**src/rtl/count_sequencer_pkg.sv**
```systemverilog
// Shared types and constants for the count_sequencer controller and its counter.
package count_sequencer_pkg;

  typedef enum logic [1:0] {
    IDLE = 2'd0,
    LOAD = 2'd1,
    RUN  = 2'd2,
    DONE = 2'd3
  } state_t;

  localparam logic DIR_UP       = 1'b0;
  localparam logic DIR_DOWN     = 1'b1;
  localparam logic MODE_ONESHOT = 1'b0;
  localparam logic MODE_RELOAD  = 1'b1;

endpackage

```
**src/rtl/sync_counter.sv**
```systemverilog
// Fully synchronous up/down counter; a load takes priority over a step.
import count_sequencer_pkg::*;

module sync_counter #(
  parameter int WIDTH = 4
) (
  input  logic             clk,
  input  logic             rst,
  input  logic             load,
  input  logic [WIDTH-1:0] load_val,
  input  logic             en,
  input  logic             dir,
  output logic [WIDTH-1:0] q
);

  localparam logic [WIDTH-1:0] ONE = WIDTH'(1);

  // Counter register: reset, load, then step; wraps modulo 2^WIDTH.
  always_ff @(posedge clk) begin
    if (rst) begin
      q <= '0;
    end else if (load) begin
      q <= load_val;
    end else if (en) begin
      case (dir)
        DIR_UP:   q <= q + ONE;
        DIR_DOWN: q <= q - ONE;
        default:  q <= q;
      endcase
    end else begin
      q <= q;
    end
  end

endmodule

```
**src/rtl/count_sequencer.sv**
```systemverilog
// Command-driven sequencer that runs a counter from start to end, one-shot or auto-reload.
import count_sequencer_pkg::*;

module count_sequencer #(
  parameter int WIDTH = 4
) (
  input  logic             clk,
  input  logic             rst,
  input  logic             cmd_valid,
  output logic             cmd_ready,
  input  logic [WIDTH-1:0] cmd_start,
  input  logic [WIDTH-1:0] cmd_end,
  input  logic             cmd_dir,
  input  logic             cmd_mode,
  input  logic             step_en,
  input  logic             abort,
  output logic [WIDTH-1:0] count,
  output logic             busy,
  output logic             done,
  output logic             reload
);

  state_t           state_r, state_next_s;
  logic [WIDTH-1:0] start_r, end_r;
  logic             dir_r, mode_r;
  logic             busy_r, done_r, reload_r;
  logic             accept_s, cnt_load_s, cnt_en_s, reload_evt_s;

  assign cmd_ready = (state_r == IDLE);
  assign accept_s  = cmd_valid && cmd_ready;
  assign busy      = busy_r;
  assign done      = done_r;
  assign reload    = reload_r;

  // Next state plus counter controls; abort outranks step_en in LOAD and RUN.
  always_comb begin
    state_next_s = state_r;
    cnt_load_s   = 1'b0;
    cnt_en_s     = 1'b0;
    reload_evt_s = 1'b0;
    case (state_r)
      IDLE: begin
        if (accept_s) state_next_s = LOAD;
        else          state_next_s = IDLE;
      end
      LOAD: begin
        if (abort) begin
          state_next_s = IDLE;
        end else begin
          cnt_load_s   = 1'b1;
          state_next_s = RUN;
        end
      end
      RUN: begin
        if (abort) begin
          state_next_s = IDLE;
        end else if (step_en && (count != end_r)) begin
          cnt_en_s = 1'b1;
        end else if (step_en && (mode_r == MODE_RELOAD)) begin
          cnt_load_s   = 1'b1;
          reload_evt_s = 1'b1;
        end else if (step_en && (mode_r == MODE_ONESHOT)) begin
          state_next_s = DONE;
        end else begin
          state_next_s = RUN;
        end
      end
      DONE:    state_next_s = IDLE;
      default: state_next_s = IDLE;
    endcase
  end

  // State register and registered status outputs.
  always_ff @(posedge clk) begin
    if (rst) begin
      state_r  <= IDLE;
      busy_r   <= 1'b0;
      done_r   <= 1'b0;
      reload_r <= 1'b0;
    end else begin
      state_r  <= state_next_s;
      busy_r   <= (state_next_s == LOAD) || (state_next_s == RUN);
      done_r   <= (state_next_s == DONE);
      reload_r <= reload_evt_s;
    end
  end

  // Command fields are captured only on a handshake.
  always_ff @(posedge clk) begin
    if (rst) begin
      start_r <= '0;
      end_r   <= '0;
      dir_r   <= 1'b0;
      mode_r  <= 1'b0;
    end else if (accept_s) begin
      start_r <= cmd_start;
      end_r   <= cmd_end;
      dir_r   <= cmd_dir;
      mode_r  <= cmd_mode;
    end else begin
      start_r <= start_r;
      end_r   <= end_r;
      dir_r   <= dir_r;
      mode_r  <= mode_r;
    end
  end

  sync_counter #(.WIDTH(WIDTH)) u_counter (
    .clk      (clk),
    .rst      (rst),
    .load     (cnt_load_s),
    .load_val (start_r),
    .en       (cnt_en_s),
    .dir      (dir_r),
    .q        (count)
  );

endmodule

```
**config.mk**
```make
export PLATFORM = sky130hd
export DESIGN_NAME = count_sequencer
export DESIGN_NICKNAME = d
export VERILOG_FILES = /design/src/rtl/count_sequencer_pkg.sv /design/src/rtl/sync_counter.sv /design/src/rtl/count_sequencer.sv
export SDC_FILE = /design/constraint.sdc
export NUM_CORES = 1
export LEC_CHECK = 0
export BUFFER_PORTS_ARGS = -buffer_cell sky130_fd_sc_hd__buf_2
export CORE_UTILIZATION = 25
export DETAILED_ROUTE_END_ITERATION = 10
export SLEW_MARGIN = 15
export SYNTH_ARGS = -nofsm -noshare
export SYNTH_HDL_FRONTEND = slang
export SYNTH_HIERARCHICAL = 1
export SYNTH_SLANG_ARGS = --single-unit
```
**constraint.sdc**
```tcl
create_clock -name clk -period 3.5 [get_ports clk]
set_input_delay 0.7 -clock clk [delete_from_list [all_inputs] [get_ports clk]]
set_output_delay 0.7 -clock clk [all_outputs]
set_load 0.03 [all_outputs]
```
==> reports/metrics.yaml, run 1 <==
global_routing:
  grt_max_degree: 24
  overflow: 0
  antenna_found_initial: 0
  grt_use_total_pct: 10.92
  grt_pass1_wl_mm: 3.532
  grt_pass1_vias: 771
sta:
  period_needed_ns: 2.217
  fin_hold_ws_ns: 0.4592
  setup_viol: 0
  timing.fmax_mhz: 451.2
  grt_setup_unrepaired: "false"
  worstMarginPinSlew_ns: 0.7272
  slew_headroom_pct: 51.42
  finalCritPeriodShare_pct: 63.33
  final-hold-violation-count: 0
  skew_ns: 0.001841
  maxSlewViolCount: 0
  setup_ws_ns: 1.283
  fin_setup_tns_ns: 0
power:
  ir_drop_mv: 0.1784
  power.net_switching_uw: 115.1
  p_per_area_nw_per_um2: 371.3
  p_sw_share_pct: 26.03
  power.share.clock_pct: 34.8
  seq_power_share_pct: 52.2
  combPwrFrac_pct: 13.0
  p_int_uw: 327.2
  power.leakage_uw: 0.0004599
  total_power_uw: 442.3
setup_path:
  worstReg2RegStart: "u_counter/q[0]$_SDFFE_PP0P_"
  cpPeakStageDelay_ns: 0.56
  crit_type: "reg -> reg"
  r2r_slack_ns: 1.28
  worstPathRequired_ns: 3.65
  worstPathCellList: "xnor2_1 > nand4_1 > o21ai_1 > nand2b_1 > nor3b_1 > a311o_2"
  arrival_ns: 2.36
  critPathLaunchType: "flip-flop"
  path_buf_inv: 0
  timing.rr.end: "u_counter/q[3]$_SDFFE_PP0P_"
  crit_path_end_kind: "flip-flop"
  worstRegToRegCells: 6
  crit_fanout: 8
  slowest_stage: "o21ai_1"
  critPathTopFamily: "compound AO/OA/AOI/OAI gates"
synthesis:
  avgSynthCellArea_um2: 8.451
  yosysWarnings: 6
  synth-seq-cells: 19
  ys_top_cells_by_count: "nand2_1, dfxtp_1, a21oi_1"
  synth_top_area_share_pct: 38.14
  synth-edff-count: 0
  synthMuxAreaShare_pct: 1.004
  yosysSeqAreaShare_pct: 38.14
  ys_top_cells_by_area: "dfxtp_1, nand2_1, a21oi_1, ha_1, xnor2_1"
  synth.most_common_cell: "nand2_1"
  syn_area_um2: 997.2
  synth_top_area_cell: "dfxtp_1"
  synthCells: 118
  synth_fa_ha_area_share_pct: 9.536
  synth_top_family_by_area: "simple AND/OR/NAND/NOR gates"
  synth_xor_area_share_pct: 6.148
  ys_async_sr_fraction_pct: 0
  synth_compound_area_share_pct: 16.94
  ys_types: 35
  synth.net_count: 140
  dominantRegCellSynth: "dfxtp_1"
  synth_simple_gate_area_share_pct: 23.34
cts:
  clockRootBuffer: "clkbuf_8"
  path_clk_slew_ns: 0.07
  clk_path_buf_depth: 2
  cts_setup_buffers: 0
  cts.sinks: 19
  cts-hold-fix-buffers: 0
  postCtsResizedCells: 0
  cts_inserted_buffers: 3
  insertion_delay_ns: 0.25
  tritoncts: "yes"
  ctsHtreeMaxLevel: 1
hold_path:
  whs_path_depth: 2
  hold_path.class: "reg -> reg"
  hold_start: "start_r[3]$_SDFFE_PP0P_"
  min_to: "start_r[3]$_SDFFE_PP0P_"
flow_run:
  drv_cap: 0
route:
  vias: 818
  drt_first_pass_iters: 4
  drt_iter0_drc: 13
  routed_wl_mm: 2.037
  detail-route-antenna-nets: 0
  drc: 0
  vias_per_cell: 4.351
  wl_per_cell_um: 10.84
die:
  core_um2: 3744
  dieWidth_um: 65.16
  io-pin-count: 23
  placementRows: 22
  design.die.area_um2: 4245
  start_util_pct: 26.64
  die_h_um: 65.16
cells_and_area:
  final_nets: 163
  fin_cells: 188
  antenna_cells: 0
  syn2layout_area_growth_pct: 19.45
  drive_gt1_share_pct: 22.14
placed_design:
  place_inst: 184
  hpwlAfterDp_mm: 1.538
  io_buffers: 22
  place_congestion: 0.8065
  pre_cts_ws_ns: 1.202
status:
  status: "finished clean"
-- routing by layer --
layer	GRT usage [%]	share of wire (%)
met5	0	0
met3	1.736	4.5
met4	5.707	1.3
met2	14.32	39
met1	16.68	56
-- stage by stage --
step           utilization (%)  instance area (um^2)
5_1_grt                  31.82                  1191
3_3_place_gp             30.58                  1145
2_1_floorplan                -                 997.2
3_5_place_dp             30.58                  1145
6_report                 31.82                  1191
4_1_cts                  31.82                  1191
-- worst max path at each step --
| stage | slack (ns) | from | depth (start not counted) | to |
|---|---|---|---|---|
| floorplan | 1.44 | u_counter/q[0]$_SDFFE_PP0P_ | 6 | u_counter/q[3]$_SDFFE_PP0P_ |
| global placement | 1.23 | abort | 7 | u_counter/q[3]$_SDFFE_PP0P_ |
| detailed placement | 1.20 | abort | 7 | u_counter/q[3]$_SDFFE_PP0P_ |
| CTS | 1.30 | u_counter/q[0]$_SDFFE_PP0P_ | 6 | u_counter/q[3]$_SDFFE_PP0P_ |
| global route | 1.06 | state_r[0]$_SDFF_PP0_ | 7 | u_counter/q[3]$_SDFFE_PP0P_ |
| finish | 1.28 | u_counter/q[0]$_SDFFE_PP0P_ | 6 | u_counter/q[3]$_SDFFE_PP0P_ |
-- kinds of logic (layout without fill, tap and decap cells) --
group,count (synthesis),count (layout)
AND/OR/NAND/NOR,48,48
AO/OA/AOI/OAI,25,25
flip-flops,19,19
buffers and inverters,11,33
adder cells (fa/ha/maj),7,7
XOR/XNOR,7,7
multiplexers,1,1
-- flip-flops by register name, summed over array words and instances, names as in the netlist --
register and cells:
busy 1, state_r 2, end_r 4, u_counter/q 4, reload 1, start_r 4, done 1, dir_r 1
mode_r 1
-- worst reg2reg max path: cells and delay by family (launching register included) --
family | cells | cell delay, ns
AOI/OAI and AO/OA | 2 | 0.95
xor gates and xnor gates | 1 | 0.15
DFF | 1 | 0.44
and+or+nand+nor | 3 | 0.57
-- layout make-up --
type                    count  area (um^2)
multi-input cells          88        568.0
repair buffers             22        110.1
flip-flops and latches     19        380.4
clock inverters             1        5.005
fillers                   431         2552
well taps                  48        60.06
clock buffers               3        41.29
inverters                   7        26.28
-- cells in the final DEF, fill, tap and decap left out, types with 3 or more instances in the layout --
cell type,count
ha_1,6
xnor2_1,5
nor2b_1,3
clkbuf_8,3
buf_2,22
dfxtp_1,19
inv_1,7
nand2_1,27
a21oi_1,15
-- power by group through the flow --
| stage | Combinational, uW | Clock [uW] | Sequential [uW] |
|---|---|---|---|
| after floorplan | 36.5 | 0 | 237 |
| after global placement | 57.4 | 0 | 236 |
| after detailed placement | 57.5 | 0 | 236 |
| after CTS | 57.7 | 159 | 231 |
| after global routing | 65.5 | 167 | 232 |
| final | 57.3 | 154 | 231 |
No activity file was read; power rests on OpenSTA's default activity.
==> inputs of run 2 (changes only) <==
- clock period: 3.5 -> 1.8 ns (I/O delays scaled with it)
==> reports/metrics.yaml, run 2 (synthesized netlist as in run 1, its figures left out) <==
cts:
  insertion_delay_ns: 0.26  # about the same
  clockRootBuffer: "clkbuf_8"
  cts.sinks: 19  # unchanged
  clk_path_buf_depth: 2  # unchanged
  ctsHtreeMaxLevel: 1  # unchanged
  tritoncts: "yes"
  cts-hold-fix-buffers: 0  # unchanged
  cts_inserted_buffers: 3  # unchanged
  path_clk_slew_ns: 0.07  # about the same
sta:
  slew_headroom_pct: 74.74  # +23 points
  fin_hold_ws_ns: 0.3349  # -0.1244 ns
  fin_setup_tns_ns: 0  # unchanged
  skew_ns: 0.001255  # -0.0005860 ns
  finalCritPeriodShare_pct: 97.93  # +35 points
  timing.fmax_mhz: 567.3  # +26%
  worstMarginPinSlew_ns: 0.3789  # -0.3482 ns
  maxSlewViolCount: 0  # unchanged
  period_needed_ns: 1.763  # -0.4538 ns
  setup_viol: 0  # unchanged
  grt_setup_unrepaired: "true"
  final-hold-violation-count: 0  # unchanged
  setup_ws_ns: 0.03723  # -1.246 ns
route:
  detail-route-antenna-nets: 0  # unchanged
  drc: 0  # unchanged
  drt_iter0_drc: 22  # +9
  drt_first_pass_iters: 4  # unchanged
  routed_wl_mm: 2.313  # +14%
  wl_per_cell_um: 11.62  # +7.3%
  vias: 916  # +12%
  vias_per_cell: 4.603  # +5.8%
setup_path:
  worstPathRequired_ns: 1.96  # -1.69 ns
  critPathTopFamily: "simple AND/OR/NAND/NOR gates"
  path_buf_inv: 1  # +1
  cpPeakStageDelay_ns: 0.34  # -0.22 ns
  slowest_stage: "dfxtp_2"
  crit_type: "reg -> reg"
  crit_fanout: 3  # -5
  arrival_ns: 1.92  # -0.44 ns
  crit_path_end_kind: "flip-flop"
  critPathLaunchType: "flip-flop"
  worstPathCellList: "inv_2 > ha_4 > or2_2 > o31a_1 > o31ai_1 > ha_1 > nor2b_1"
cells_and_area:
  drive_gt1_share_pct: 35.76  # +14 points
  final_nets: 174  # +6.7%
  final_cell_mix: "nand2_1, buf_2, a21oi_1, dfxtp_1, buf_4"
  reg_top3: "end_r: 4 flops, start_r: 4 flops, u_counter/q: 4 flops"
  syn2layout_area_growth_pct: 32.62
  antenna_cells: 0  # unchanged
  final_common_cell: "nand2_1"
global_routing:
  antenna_found_initial: 0  # unchanged
  grt_pass1_wl_mm: 3.801  # +7.6%
  grt_max_degree: 16  # -33%
  grt_pass1_vias: 838  # +8.7%
  overflow: 0  # unchanged
  grt_use_total_pct: 11.97  # +1.0 points
placed_design:
  hpwlAfterDp_mm: 1.780  # +16%
  place_congestion: 0.7757  # -3.8%
  io_buffers: 22  # unchanged
  pre_cts_ws_ns: -0.03316  # -1.235 ns
die:
  die_h_um: 65.16  # unchanged
  placementRows: 22  # unchanged
  start_util_pct: 26.64  # unchanged
  io-pin-count: 23  # unchanged
  design.die.area_um2: 4245  # unchanged
  core_um2: 3744  # unchanged
  dieWidth_um: 65.16  # unchanged
power:
  power.leakage_uw: 0.0005276  # +15%
  p_per_area_nw_per_um2: 670.3  # +81%
  ir_drop_mv: 0.2842  # +59%
status:
  status: "finished clean"
flow_run:
  drv_cap: 0  # unchanged
hold_path:
  hold_path.class: "in -> reg"
## run 2: stage by stage
stage | util (%) | cells | cell area [um^2] | total power (uW)
6_report | 35.33 | 199 | 1323 | 886.4
3_3_place_gp | 33.36 | 193 | 1249 | 587.8
2_1_floorplan | - | 118 | 1033 | 536.9
3_5_place_dp | 33.36 | 193 | 1249 | 591.6
5_1_grt | 35.33 | 199 | 1323 | 928.2
4_1_cts | 34.66 | 197 | 1297 | 895.4
## run 2: per-layer routing
layer | wire [um] | part of all wire (%) | vias up | global-route usage, %
li1 | - | - | 471 | -
met1 | 1122 | 49 | 411 | 14.91
met2 | 1015 | 44 | 27 | 19.01
met3 | 94 | 4.1 | 7 | 1.736
met4 | 80 | 3.5 | 0 | 8.152
met5 | 0 | 0 | - | 0
## run 2: layout make-up
class | count | area (um^2)
multi-input cells | 88 | 610.6
flip-flops and latches | 19 | 387.9
repair buffers | 33 | 192.7
clock buffers | 4 | 45.04
inverters | 7 | 26.28
well taps | 48 | 60.06
fillers | 420 | 2421
## run 2: tightest hold or removal path, stage by stage
cell	delay, ns
buf_2	0.10
nand2_1	0.04
a21oi_1	0.05
## run 2: power breakdown
group | total (uW) | internal (uW) | switching [uW] | leakage, uW
logic | 137 | 61.8 | 74.9 | 0.000347
clock network | 300 | 158 | 142 | 0.0000228
registers | 450 | 438 | 12.4 | 0.000158
total | 886 | 657 | 229 | 0.000528
## run 2: path summary, 6_finish.rpt
| kind | end | slack [ns] | from | depth (start not counted) |
|---|---|---|---|---|
| hold / removal | end_r[1]$_SDFFE_PP0P_ | 0.33 | cmd_end[1] | 3 |
| setup reg to reg | busy$_SDFF_PP0_ | 0.04 | state_r[0]$_SDFF_PP0_ | 7 |
| setup / recovery | busy$_SDFF_PP0_ | 0.04 | state_r[0]$_SDFF_PP0_ | 7 |
| hold reg to reg | start_r[0]$_SDFFE_PP0P_ | 0.46 | start_r[0]$_SDFFE_PP0P_ | 2 |
## run 2: what timing repair did
action | CTS | global route
pin swaps | 1 | 2
resized for setup | 1 | 1
endpoints found under the setup margin | 2 | 5
buffers inserted | 0 | 2
